File: config.mk
export PLATFORM = sky130hd
export DESIGN_NAME = rom_blit_flat
export DESIGN_NICKNAME = d
export VERILOG_FILES = /design/src/rtl/rom_blit_pkg.sv /design/src/rtl/rom_blit_if.sv /design/src/rtl/blit_raster_counter.sv /design/src/rtl/rom_blit.sv /design/src/flat_wrapper.sv
export SDC_FILE = /design/constraint.sdc
export NUM_CORES = 1
export LEC_CHECK = 0
export BUFFER_PORTS_ARGS = -buffer_cell sky130_fd_sc_hd__buf_2
export CAP_MARGIN = 20
export CORE_ASPECT_RATIO = 1.1
export CORE_UTILIZATION = 57
export CTS_CLUSTER_DIAMETER = 120
export DETAILED_ROUTE_END_ITERATION = 7
export PLACE_DENSITY = 0.86
export RECOVER_POWER = 100
export SETUP_SLACK_MARGIN = 0.05
export SLEW_MARGIN = 20
export SYNTH_ARGS = -nofsm -noshare
export SYNTH_HDL_FRONTEND = slang
export SYNTH_HIERARCHICAL = 1
export SYNTH_SLANG_ARGS = --single-unit
File: constraint.sdc
create_clock -name Clock -period 3 [get_ports Clock]
set_input_delay 0.15 -clock Clock [delete_from_list [all_inputs] [get_ports Clock]]
set_output_delay 0.15 -clock Clock [all_outputs]
set_load 0.01 [all_outputs]
File: src/rtl/rom_blit_pkg.sv
// Shared state encoding and default geometry for the ROM blitter.
// Types and constants only; no timing or backpressure of its own.
package rom_blit_pkg;

    typedef enum logic [1:0] {
        ST_IDLE  = 2'd0,
        ST_DRAW  = 2'd1,
        ST_FLUSH = 2'd2
    } blit_state_t;

    localparam int DEF_SCREEN_W = 160;
    localparam int DEF_SCREEN_H = 120;
    localparam int DEF_X_W      = 8;
    localparam int DEF_Y_W      = 7;
    localparam int DEF_COLOUR_W = 3;

endpackage

File: src/rtl/rom_blit_if.sv
// Request, ROM and plot signals of the blitter as one bundle.
// slave = blitter side, master = requester/ROM/VGA side; no backpressure, iStart is a pulse.
interface rom_blit_if
    import rom_blit_pkg::*;
#(
    parameter int X_W      = DEF_X_W,
    parameter int Y_W      = DEF_Y_W,
    parameter int COLOUR_W = DEF_COLOUR_W,
    parameter int ADDR_W   = 15
);
    logic                iStart;
    logic                iMode;
    logic [X_W-1:0]      iOrgX;
    logic [Y_W-1:0]      iOrgY;
    logic [COLOUR_W-1:0] iFillColour;
    logic [ADDR_W-1:0]   oRomAddr;
    logic [COLOUR_W-1:0] iRomData;
    logic [X_W-1:0]      oX;
    logic [Y_W-1:0]      oY;
    logic [COLOUR_W-1:0] oColour;
    logic                oPlot;
    logic                oBusy;
    logic                oDone;

    modport slave (
        input  iStart, iMode, iOrgX, iOrgY, iFillColour, iRomData,
        output oRomAddr, oX, oY, oColour, oPlot, oBusy, oDone
    );

    modport master (
        output iStart, iMode, iOrgX, iOrgY, iFillColour, iRomData,
        input  oRomAddr, oX, oY, oColour, oPlot, oBusy, oDone
    );
endinterface

File: src/rtl/blit_raster_counter.sv
// Row-major col/row scan over the image; advances one pixel per enabled cycle.
// Holds at the last pixel until cleared; no backpressure beyond the enable.
module blit_raster_counter #(
    parameter int IMG_W = 160,
    parameter int IMG_H = 120,
    parameter int X_W   = 8,
    parameter int Y_W   = 7
) (
    input  logic           Clock,
    input  logic           Reset,
    input  logic           clr,
    input  logic           en,
    output logic [X_W-1:0] col,
    output logic [Y_W-1:0] row,
    output logic           last
);
    localparam logic [X_W-1:0] COL_MAX = X_W'(IMG_W - 1);
    localparam logic [Y_W-1:0] ROW_MAX = Y_W'(IMG_H - 1);

    assign last = (col == COL_MAX) && (row == ROW_MAX);

    always_ff @(posedge Clock or posedge Reset) begin
        if (Reset) begin
            col <= '0;
            row <= '0;
        end else if (clr) begin
            col <= '0;
            row <= '0;
        end else if (en && !last) begin
            if (col == COL_MAX) begin
                col <= '0;
                row <= row + 1'b1;
            end else begin
                col <= col + 1'b1;
            end
        end
    end
endmodule

File: src/rtl/rom_blit.sv
// Copies an IMG_W x IMG_H ROM image (or a solid fill) to the VGA plot port; plot 2 cycles after address.
// One pixel per cycle, no backpressure; ROM_BLIT_TRANSPARENCY_EN makes KEY_COLOUR pixels transparent.
module rom_blit
    import rom_blit_pkg::*;
#(
    parameter int SCREEN_W   = DEF_SCREEN_W,
    parameter int SCREEN_H   = DEF_SCREEN_H,
    parameter int X_W        = DEF_X_W,
    parameter int Y_W        = DEF_Y_W,
    parameter int COLOUR_W   = DEF_COLOUR_W,
    parameter int IMG_W      = 160,
    parameter int IMG_H      = 120,
    parameter int ADDR_W     = 15,
    parameter int KEY_COLOUR = 0
) (
    input  logic       Clock,
    input  logic       Reset,
    rom_blit_if.slave  bus
);
`ifdef ROM_BLIT_TRANSPARENCY_EN
    localparam bit TRANSP_EN = 1'b1;
`else
    localparam bit TRANSP_EN = 1'b0;
`endif

    blit_state_t         state;
    logic                mode_q;
    logic [X_W-1:0]      org_x;
    logic [Y_W-1:0]      org_y;
    logic [COLOUR_W-1:0] fill_q;
    logic [ADDR_W-1:0]   addr_q;
    logic                flush_q;

    logic [X_W-1:0]      col;
    logic [Y_W-1:0]      row;
    logic                last;

    // Stage 1: coordinates of the pixel whose ROM word arrives this cycle.
    logic                valid1;
    logic [X_W-1:0]      col1;
    logic [Y_W-1:0]      row1;

    logic [X_W:0]        sum_x;
    logic [Y_W:0]        sum_y;
    logic                visible;
    logic                key_hit;

    blit_raster_counter #(
        .IMG_W (IMG_W),
        .IMG_H (IMG_H),
        .X_W   (X_W),
        .Y_W   (Y_W)
    ) u_counter (
        .Clock (Clock),
        .Reset (Reset),
        .clr   ((state == ST_IDLE) && bus.iStart),
        .en    (state == ST_DRAW),
        .col   (col),
        .row   (row),
        .last  (last)
    );

    // One extra bit so off-screen sums are clipped rather than wrapped.
    assign sum_x   = {1'b0, org_x} + {1'b0, col1};
    assign sum_y   = {1'b0, org_y} + {1'b0, row1};
    assign visible = (sum_x < (X_W+1)'(SCREEN_W)) && (sum_y < (Y_W+1)'(SCREEN_H));
    assign key_hit = TRANSP_EN && !mode_q && (bus.iRomData == COLOUR_W'(KEY_COLOUR));

    assign bus.oRomAddr = addr_q;

    always_ff @(posedge Clock or posedge Reset) begin
        if (Reset) begin
            state       <= ST_IDLE;
            mode_q      <= 1'b0;
            org_x       <= '0;
            org_y       <= '0;
            fill_q      <= '0;
            addr_q      <= '0;
            flush_q     <= 1'b0;
            valid1      <= 1'b0;
            col1        <= '0;
            row1        <= '0;
            bus.oX      <= '0;
            bus.oY      <= '0;
            bus.oColour <= '0;
            bus.oPlot   <= 1'b0;
            bus.oBusy   <= 1'b0;
            bus.oDone   <= 1'b0;
        end else begin
            bus.oDone <= 1'b0;
            bus.oPlot <= valid1 && visible && !key_hit;
            valid1    <= (state == ST_DRAW);
            col1      <= col;
            row1      <= row;
            if (valid1) begin
                bus.oX      <= sum_x[X_W-1:0];
                bus.oY      <= sum_y[Y_W-1:0];
                bus.oColour <= mode_q ? fill_q : bus.iRomData;
            end

            case (state)
                ST_IDLE: begin
                    if (bus.iStart) begin
                        mode_q    <= bus.iMode;
                        org_x     <= bus.iOrgX;
                        org_y     <= bus.iOrgY;
                        fill_q    <= bus.iFillColour;
                        addr_q    <= '0;
                        flush_q   <= 1'b0;
                        bus.oBusy <= 1'b1;
                        state     <= ST_DRAW;
                    end
                end
                ST_DRAW: begin
                    if (last) begin
                        state <= ST_FLUSH;
                    end else begin
                        addr_q <= addr_q + 1'b1;
                    end
                end
                ST_FLUSH: begin
                    // Two cycles: ROM read of the last pixel, then its plot cycle.
                    if (flush_q) begin
                        state     <= ST_IDLE;
                        bus.oBusy <= 1'b0;
                        bus.oDone <= 1'b1;
                    end else begin
                        flush_q <= 1'b1;
                    end
                end
                default: state <= ST_IDLE;
            endcase
        end
    end
endmodule

File: src/flat_wrapper.sv
// flat-port wrapper written by rule: the top's interface ports become plain ports
module rom_blit_flat import rom_blit_pkg::*;
#(
    parameter int SCREEN_W   = DEF_SCREEN_W,
    parameter int SCREEN_H   = DEF_SCREEN_H,
    parameter int X_W        = DEF_X_W,
    parameter int Y_W        = DEF_Y_W,
    parameter int COLOUR_W   = DEF_COLOUR_W,
    parameter int IMG_W      = 160,
    parameter int IMG_H      = 120,
    parameter int ADDR_W     = 15,
    parameter int KEY_COLOUR = 0
)
  (Clock, Reset, bus_iStart, bus_iMode, bus_iOrgX, bus_iOrgY, bus_iFillColour, bus_iRomData, bus_oRomAddr, bus_oX, bus_oY, bus_oColour, bus_oPlot, bus_oBusy, bus_oDone);
  rom_blit_if #(.X_W(X_W), .Y_W(Y_W), .COLOUR_W(COLOUR_W), .ADDR_W(ADDR_W)) bus_i ();
  input  logic Clock;
  input  logic Reset;
  input wire logic [$bits(bus_i.iStart)-1:0] bus_iStart;
  input wire logic [$bits(bus_i.iMode)-1:0] bus_iMode;
  input wire logic [$bits(bus_i.iOrgX)-1:0] bus_iOrgX;
  input wire logic [$bits(bus_i.iOrgY)-1:0] bus_iOrgY;
  input wire logic [$bits(bus_i.iFillColour)-1:0] bus_iFillColour;
  input wire logic [$bits(bus_i.iRomData)-1:0] bus_iRomData;
  output wire logic [$bits(bus_i.oRomAddr)-1:0] bus_oRomAddr;
  output wire logic [$bits(bus_i.oX)-1:0] bus_oX;
  output wire logic [$bits(bus_i.oY)-1:0] bus_oY;
  output wire logic [$bits(bus_i.oColour)-1:0] bus_oColour;
  output wire logic [$bits(bus_i.oPlot)-1:0] bus_oPlot;
  output wire logic [$bits(bus_i.oBusy)-1:0] bus_oBusy;
  output wire logic [$bits(bus_i.oDone)-1:0] bus_oDone;
  assign bus_i.iStart = bus_iStart;
  assign bus_i.iMode = bus_iMode;
  assign bus_i.iOrgX = bus_iOrgX;
  assign bus_i.iOrgY = bus_iOrgY;
  assign bus_i.iFillColour = bus_iFillColour;
  assign bus_i.iRomData = bus_iRomData;
  assign bus_oRomAddr = bus_i.oRomAddr;
  assign bus_oX = bus_i.oX;
  assign bus_oY = bus_i.oY;
  assign bus_oColour = bus_i.oColour;
  assign bus_oPlot = bus_i.oPlot;
  assign bus_oBusy = bus_i.oBusy;
  assign bus_oDone = bus_i.oDone;
  rom_blit #(.SCREEN_W(SCREEN_W), .SCREEN_H(SCREEN_H), .X_W(X_W), .Y_W(Y_W), .COLOUR_W(COLOUR_W), .IMG_W(IMG_W), .IMG_H(IMG_H), .ADDR_W(ADDR_W), .KEY_COLOUR(KEY_COLOUR)) u_core (.Clock(Clock), .Reset(Reset), .bus(bus_i));
endmodule
==> results of run 1 <==
==> worst register-to-register path, stage by stage, from the launching register on <==
cell and delay [ps]:
dfrtp_1 470, nor3b_1 520, nand3_1 310, nor3_1 250
clkbuf_1 260, a2111oi_4 140, and3_1 260, nand2_1 90
xor2_1 150, nor2_1 50
==> worst paths after layout <==
path                       cells after the start                      end  slack [ps]
hold / removal                                 3          u_core/org_x[1]           5
hold reg to reg                                0           u_core/row1[6]         440
max in group asynchronous                      4           u_core/row1[2]        1050
min in group asynchronous                      3  u_core/u_counter/col[3]         400
setup reg to reg                               9   u_core/bus.oRomAddr[9]         410
setup / recovery                               9   u_core/bus.oRomAddr[9]         410
==> flip-flops by register name, summed over array words and instances, names as in the netlist, 3 cells and up <==
signal and count:
u_core/bus.oRomAddr 15, u_core/bus.oX 8, u_core/col1 8, u_core/org_x 8, u_core/u_counter/col 8, u_core/bus.oY 7
u_core/org_y 7, u_core/row1 7, u_core/u_counter/row 7, u_core/bus.oColour 3, u_core/fill_q 3
==> report_power, final <==
part / leakage [nW] / internal (mW) / total, mW / switching (mW)
clock: 0.119 / 0.579 / 1.00 / 0.422
sequential: 1.09 / 1.54 / 1.84 / 0.296
combinational: 0.983 / 0.595 / 1.27 / 0.670
==> layer usage <==
layer	vias to the layer above	wire [µm]	global-route usage, %
li1	1439	-	-
met1	1438	3519	29.19
met2	59	4189	37.91
met3	11	284	3.240
met4	0	102	8.908
met5	-	0	0
==> synthesized netlist by cell type, types with 9 or more instances <==
cell and n:
a21oi_1 22, dfrtp_1 89, ha_1 18, inv_1 18, mux2_2 29, nand2_1 22
nand3_1 9, nor2_1 34, o21ai_0 13, xnor2_1 13, xor2_1 10
==> cell families (layout without fill, tap and decap cells) <==
kind of cell / count (synthesis) / in the layout
compound gates: 61 / 61
xor+xnor: 23 / 23
fa+ha+maj: 20 / 20
buf+inv: 30 / 102
flops: 89 / 89
mux: 38 / 38
simple gates: 111 / 111
==> metrics by stage <==
stage	util (%)	worst slack [ps]	cell area [µm²]
3_3_place_gp	65.38	644.0	4633
3_5_place_dp	65.38	564.8	4633
2_1_floorplan	-	789.4	4222
4_1_cts	69.07	508.7	4895
6_report	67.99	408.5	4818
5_1_grt	67.99	197.1	4818
==> final cells by class <==
cell class / instances / area (µm²)
fillers: 544 / 2268
inverters: 19 / 71.32
multi-input cells: 253 / 1872
flip-flops and latches: 89 / 2227
clock buffers: 10 / 137.6
clock inverters: 6 / 113.9
well taps: 85 / 106.4
repair buffers: 67 / 290.3
==> results.yml, run 1 <==
worst_setup_path:
  critPathBufInv: 1
  cp.arrival_ps: 2830
  cp_cell_sequence: "nor3b_1 -> nand3_1 -> nor3_1 -> clkbuf_1 -> a2111oi_4 -> and3_1 -> nand2_1 -> xor2_1 -> nor2_1"
  cp.required_ps: 3240
  critical_path.startpoint_type: "flip-flop"
  cp_top_family: "simple AND/OR/NAND/NOR gates"
  crit_type: "reg2reg"
  r2r_start: "u_core/u_counter/col[5]"
  slowest_delay_ps: 520
  path_max_fanout: 8
  critPathLaunch: "u_core/u_counter/col[5]"
  cpMaxStageDelayCell: "nor3b_1"
  worstSetupEndpointType: "flip-flop"
yosys:
  synth_top_area_share_pct: 52.76
  synthFlopType: "dfrtp_1"
  synth_mux_area_share_pct: 9.899
  syn-cell-area_um2: 4222
  synth_fp_nets: 417
  synth_xor_area_share_pct: 4.772
  yosys.area_share.simple_pct: 13.63
  synth_warnings: 6
  ys_seq_elements: 89
  synth.area.top_cells: "dfrtp_1 (53%), mux2_2 (7.7%), ha_1 (5.3%)"
  synth_compound_area_share_pct: 9.840
  async_flop_share_pct: 100.0
  yosysTopAreaCell: "dfrtp_1"
  yosysUniqueCellTypes: 51
  postSynthAreaPerCell_um2: 11.35
  synthAdderAreaFrac_pct: 6.283
  ys_seq_area_share_pct: 52.76
  postSynthCellCount: 372
  synth_top_family_by_area: "simple AND/OR/NAND/NOR gates"
  synth-edff-count: 0
cts:
  hold_buffers: 1
  cts_inserted_buffers: 9
  cts_tree: "yes"
  clock_latency_ps: 360
  post_cts_buffers: 0
  cts.sinks: 89
  cts-resized-gates: 0
  clock_path_buffers: 2
  clk_pin_slew_worst_paths_ps: 80
  cts_root_buf: "clkbuf_8"
  htreeDepth: 3
detailed_routing:
  routedWlPerCell_um: 15.30
  drtIter0Drc: 164
  postRouteAntennaNets: 0
  drc: 10
  via_count: 2947
  viasPerCell: 5.571
  routed_wl_mm: 8.095
  firstDrtPassIters: 6
status:
  violations: "design-rule violations, max-capacitance violations, max-slew violations"
  outcome: "complete, but fails checks"
global_route:
  grt_pass1_vias: 2911
  antenna_found_initial: 0
  grt_util_all_layers_pct: 22.42
  grt_max_degree: 34
  grt-ovfl-total: 0
  grt_pass1_wl_mm: 13.54
pwr:
  peakVddDrop_mv: 0.3599
  power_density_nw_per_um2: 851.3
  power.total_mw: 4.102
  leakagePower_nw: 2.189
cells_and_area:
  num_antenna_cells: 0
  area_growth_pct: 14.14
  final_cell_mix: "dfrtp_1 (89), clkbuf_1 (40), nor2_1 (33), mux2_2 (29), buf_2 (24)"
  final_common_cell: "dfrtp_1"
  instances_no_fill: 529
  drive_above_1_share_pct: 18.24
  nNetsFinal: 484
sta:
  setup_viol: 0
  max_slew_margin_pct: -0.9626
  rsz0062_at_grt: "no"
  setup-tns-final_ps: 0
  slew_viol_final: 34
  timing.hold.ws_ps: 5.070
  fmax_mhz: 385.9
  finalClockSkew_ps: 12.72
  tightest_slew_ps: 1513
  hold_violations: 0
  period_needed_ps: 2592
  min_period_over_period_pct: 86.38
floorplan:
  initial_utilization_pct: 59.57
  dieArea_um2: 7755
  rows: 32
  io_pins: 61
  fp.dieW_um: 84.06
  die_h_um: 92.26
  coreArea_um2: 7087
place:
  gp_congestion: 0.8743
  io_buffer_count: 60
  dp_hpwl_mm: 5.835
  dp_cells: 512
run:
  maxCapViolCount: 1
hold_path:
  hp-start: "bus_iOrgX[1]"
  hold_class: "in2reg"
Note: power is estimated with default switching activity, not from simulation.
==> run 2, diff against run 1 <==
--- a/config.mk
+++ b/config.mk
@@ -8,10 +8,10 @@
 export BUFFER_PORTS_ARGS = -buffer_cell sky130_fd_sc_hd__buf_2
 export CAP_MARGIN = 20
 export CORE_ASPECT_RATIO = 1.1
-export CORE_UTILIZATION = 57
+export CORE_UTILIZATION = 26
 export CTS_CLUSTER_DIAMETER = 120
 export DETAILED_ROUTE_END_ITERATION = 7
-export PLACE_DENSITY = 0.86
+export PLACE_DENSITY = 0.49
 export RECOVER_POWER = 100
 export SETUP_SLACK_MARGIN = 0.05
 export SLEW_MARGIN = 20
==> results.yml, run 2 (synthesis results as in run 1) <==
status:
  outcome: "complete, but fails checks"
  violations: "max-capacitance violations, max-slew violations"
detailed_routing:
  routed_wl_mm: 8.884
  drtIter0Drc: 165
  via_count: 2921
  postRouteAntennaNets: 0
  routedWlPerCell_um: 13.77
  viasPerCell: 4.529
  firstDrtPassIters: 4
  drc: 0
global_route:
  grt_pass1_wl_mm: 14.59
  grt_pass1_vias: 2975
  grt_max_degree: 75
  grt-ovfl-total: 0
  antenna_found_initial: 0
  grt_util_all_layers_pct: 11.54
hold_path:
  hold_class: "in2reg"
worst_setup_path:
  cp.arrival_ps: 2700
  cp_top_family: "simple AND/OR/NAND/NOR gates"
  cp.required_ps: 3190
  cpMaxStageDelayCell: "nor2_2"
  critPathBufInv: 1
  cp_cell_sequence: "nand2b_1 -> nor2_2 -> clkbuf_1 -> o21bai_1 -> a311oi_1"
  critical_path.startpoint_type: "flip-flop"
  slowest_delay_ps: 1040
  path_max_fanout: 26
  worstSetupEndpointType: "flip-flop"
  crit_type: "reg2reg"
pwr:
  peakVddDrop_mv: 0.3051
  power.total_mw: 4.293
  leakagePower_nw: 2.229
  power_density_nw_per_um2: 851.1
sta:
  min_period_over_period_pct: 83.84
  period_needed_ps: 2515
  hold_violations: 0
  slew_viol_final: 75
  finalClockSkew_ps: 8.970
  worst_slack_ps: 484.9
  rsz0062_at_grt: "no"
  max_slew_margin_pct: -25.67
  fmax_mhz: 397.6
  tightest_slew_ps: 1885
  setup_viol: 0
  setup-tns-final_ps: 0
cts:
  clock_path_buffers: 2
  cts_inserted_buffers: 9
  cts_root_buf: "clkbuf_16"
  cts_tree: "yes"
  clk_pin_slew_worst_paths_ps: 60
  htreeDepth: 3
  clock_latency_ps: 340
  post_cts_buffers: 0
  cts.sinks: 89
floorplan:
  die_h_um: 135.6
  dieArea_um2: 16750
  initial_utilization_pct: 26.73
  coreArea_um2: 15800
  fp.dieW_um: 123.5
  rows: 48
  io_pins: 61
place:
  dp_slack_ps: 532.8
  dp_cells: 628
  gp_congestion: 0.8518
  dp_hpwl_mm: 6.362
  io_buffer_count: 60
cells_and_area:
  instances_no_fill: 645
  final_common_cell: "dfrtp_1"
  num_antenna_cells: 0
  drive_above_1_share_pct: 17.98
  final_core_util_pct: 31.93
  final_cell_mix: "dfrtp_1 (89), clkbuf_1 (41), nor2_1 (33), mux2_2 (29), buf_2 (23)"
  nNetsFinal: 485
  area_growth_pct: 19.47
  largest_reg_flops: 15
run:
  maxCapViolCount: 1
run 2: what timing repair did:
item	in CTS	in global routing
gates resized for setup	0	0
hold buffers	1	0
hold endpoints to repair	89	0
run 2: power breakdown:
group | switching, mW | leakage, nW | internal, mW
Combinational | 0.656 | 0.982 | 0.593
Clock | 0.457 | 0.159 | 0.754
Sequential | 0.288 | 1.09 | 1.54
Total | 1.40 | 2.23 | 2.89
run 2: metrics by stage:
step / hold WS (ps) / cell area, µm²
global route: 29.20 / 5044
global placement: 289.9 / 4797
finish: 35.01 / 5044
detailed placement: 300.7 / 4797
CTS: 22.50 / 5136
floorplan: 51.48 / 4222
run 2: area by class of cell:
cell class / instances / area (µm²)
clock inverter: 6 / 90.09
timing repair buffer: 68 / 299.0
fill: 1612 / 10750
tap: 200 / 250.2
clock buffer: 10 / 239.0
inverter: 19 / 71.32
sequential: 89 / 2227
multi-input combinational: 253 / 1867
run 2: worst paths after layout:
kind                            cells after the start                     from  slack [ps]                 endpoint
worst max-delay path                                5          u_core/state[0]         480  u_core/u_counter/col[5]
worst min-delay path                                3             bus_iOrgX[1]          40          u_core/org_x[1]
worst max register to register                      5          u_core/state[0]         480  u_core/u_counter/col[5]
worst min register to register                      0  u_core/u_counter/row[6]         430           u_core/row1[6]
max in group asynchronous                           4                    Reset         850         u_core/bus.oX[5]
min in group asynchronous                           3                    Reset         460  u_core/u_counter/col[2]
run 2: tightest hold or removal path, delay by kind of cell:
kind | cells | cell delay, ps
compound gates | 1 | 60
buf+inv | 1 | 80
simple gates | 1 | 50
run 2: layer usage:
layer	vias up	track usage, %	part of all wire (%)
met5	-	0	0
met4	0	5.087	2.1
met3	13	2.988	4.2
met2	53	18.90	49
met1	1411	14.17	44
li1	1444	-	-
==> run 3, diff against run 2 <==
--- a/config.mk
+++ b/config.mk
@@ -11,7 +11,7 @@
 export CORE_UTILIZATION = 26
 export CTS_CLUSTER_DIAMETER = 120
 export DETAILED_ROUTE_END_ITERATION = 7
-export PLACE_DENSITY = 0.49
+export PLACE_DENSITY = 0.5
 export RECOVER_POWER = 100
 export SETUP_SLACK_MARGIN = 0.05
 export SLEW_MARGIN = 20
==> constraint.sdc (replaced) <==
create_clock -name Clock -period 2.3 [get_ports Clock]
set_input_delay 0.115 -clock Clock [delete_from_list [all_inputs] [get_ports Clock]]
set_output_delay 0.115 -clock Clock [all_outputs]
set_load 0.01 [all_outputs]
==> results.yml, run 3 (synthesis results as in run 1) <==
global_route:
  grt_util_all_layers_pct: 11.89
  antenna_found_initial: 0
  grt_use_met1_pct: 13.67
  grt.busiest_layer: "met2"
  grt_use_met2_pct: 20.79
  grt_max_degree: 57
  grt_pass1_wl_mm: 15.21
  grt_pass1_vias: 3214
  grt_util_met3_pct: 2.946
  grt-ovfl-total: 0
worst_setup_path:
  cp.required_ps: 2560
  worstSetupEndpointType: "flip-flop"
  r2r_cells: 8
  critical_path.startpoint_type: "flip-flop"
  slowest_delay_ps: 410
  crit_type: "reg2reg"
  path_max_fanout: 7
  r2r_slack_ps: 190
  cpMaxStageDelayCell: "a2111oi_4"
  cp_cell_sequence: "ha_2 -> nand4_2 -> nor3_1 -> buf_4 -> a2111oi_4 -> nand4_4 -> or3_1 -> a21oi_1"
  crit-reg2reg-capture: "u_core/bus.oRomAddr[12]"
  r2r_start: "u_core/u_counter/row[0]"
  cp.arrival_ps: 2370
hold_path:
  holdPathEnd: "u_core/fill_q[1]"
  hold_class: "in2reg"
  hp-start: "bus_iFillColour[1]"
  min_path_cells: 2
cells_and_area:
  drive_above_1_share_pct: 20.43
  num_antenna_cells: 0
  largest_reg_flops: 15
  nNetsFinal: 510
  final_core_util_pct: 33.65
  final_common_cell: "dfrtp_1"
  area_growth_pct: 25.90
  n_fill_cell: 1607
  final_cell_mix: "dfrtp_1 (89), clkbuf_1 (49), nor2_1 (33), mux2_2 (29), buf_2 (23)"
floorplan:
  initial_utilization_pct: 26.73
  rows: 48
  coreArea_um2: 15800
  dieArea_um2: 16750
  io_pins: 61
  fp.dieW_um: 123.5
  die_h_um: 135.6
pwr:
  leakagePower_nw: 2.322
  switching_share_pct: 31.68
  peakVddDrop_mv: 0.4477
  p_int_mw: 4.162
  switchingPower_mw: 1.930
  clock_power_share_pct: 31.3
  power_density_nw_per_um2: 1146
  seq_power_share_pct: 37.7
  combPwrFrac_pct: 31.0
cts:
  cts_inserted_buffers: 9
  clock_latency_ps: 340
  clk_pin_slew_worst_paths_ps: 70
  cts_root_buf: "clkbuf_16"
  cts_tree: "yes"
  htreeDepth: 3
  clock_path_buffers: 2
  cts.sinks: 89
detailed_routing:
  drc: 0
  routed_wl_mm: 9.199
  via_count: 3073
  viasPerCell: 4.587
  firstDrtPassIters: 4
  drtIter0Drc: 104
  postRouteAntennaNets: 0
  routedWlPerCell_um: 13.73
sta:
  max_slew_margin_pct: 44.97
  tightest_slew_ps: 825.5
  rsz0062_at_grt: "yes"
  finalClockSkew_ps: 5.740
  fmax_mhz: 474.1
  setup_viol: 0
  setup-tns-final_ps: 0
  hold_violations: 0
  period_needed_ps: 2109
  min_period_over_period_pct: 91.71
  slew_viol_final: 0
place:
  io_buffer_count: 60
  dp_hpwl_mm: 6.642
  gp_congestion: 0.7944
run:
  maxCapViolCount: 0
status:
  outcome: "complete, no violations"
## run 3: cell count changes in the layout (fill, tap and decap cells not counted), sizes merged
cell         delta
dlygate4sd3     +9
clkbuf          +8
buf             +7
bufinv          +3
clkinv          -2
## run 3: worst max path at each step
stage	start	endpoint	slack [ps]	depth (start not counted)
2_1_floorplan	u_core/state[0]	u_core/u_counter/col[1]	90	7
3_3_place_gp	u_core/org_x[0]	u_core/bus.oPlot	180	9
3_5_place_dp	u_core/org_x[0]	u_core/bus.oPlot	80	9
4_1_cts	u_core/org_x[0]	u_core/bus.oPlot	70	9
5_1_grt	u_core/org_x[0]	u_core/bus.oPlot	10	9
6_report	u_core/u_counter/row[0]	u_core/bus.oRomAddr[12]	190	8
## run 3: power by group through the flow
stage / combinational (mW) / sequential, mW / clock, mW
5_1_grt: 2.14 / 2.35 / 2.02
6_report: 1.89 / 2.29 / 1.91
3_5_place_dp: 1.98 / 2.33 / 0
4_1_cts: 2.01 / 2.30 / 1.95
3_3_place_gp: 1.93 / 2.32 / 0
2_1_floorplan: 1.15 / 2.43 / 0
## run 3: routing by layer
layer  wire (µm)  share of wire (%)
met5           0                  0
met4         140                1.5
met1        4103                 45
met3         343                3.7
met2        4611                 50
## run 3: metrics by stage
stage | setup slack (ps) | area [µm²] | instances | hold slack (ps) | power [mW]
floorplan | 89.44 | 4222 | 372 | 16.48 | 3.588
global placement | 180.8 | 4915 | 642 | 164.0 | 4.243
detailed placement | 82.73 | 4915 | 642 | 166.9 | 4.311
CTS | 70.67 | 5406 | 668 | 0.1768 | 6.258
global route | 10.08 | 5315 | 670 | 5.494 | 6.510
finish | 190.7 | 5315 | 670 | 10.23 | 6.092
## run 3: final cells by class
type	instances	area (µm²)	share of cell area, %
clock buffers	9	225.2	4.237
inverters	19	71.32	1.342
clock inverters	7	166.4	3.131
multi-input cells	253	1896	35.66
flip-flops and latches	89	2227	41.90
well taps	200	250.2	4.708
repair buffers	93	479.2	9.016
## run 3: what timing repair did
action | in CTS | in global routing
gates resized for setup | 0 | 8
hold buffers | 10 | 0
buffers inserted | 0 | 2
setup endpoints to repair | 0 | 7
hold endpoints to repair | 42 | 0
## run 3: worst max-delay path: cells and delay by family (launching register included)
kind                       cells  cell delay (ps)
and+or+nand+nor                4              730
buffers and inverters          1              150
DFF                            1              380
AOI/OAI and AO/OA              2              550
adders and majority gates      1              210
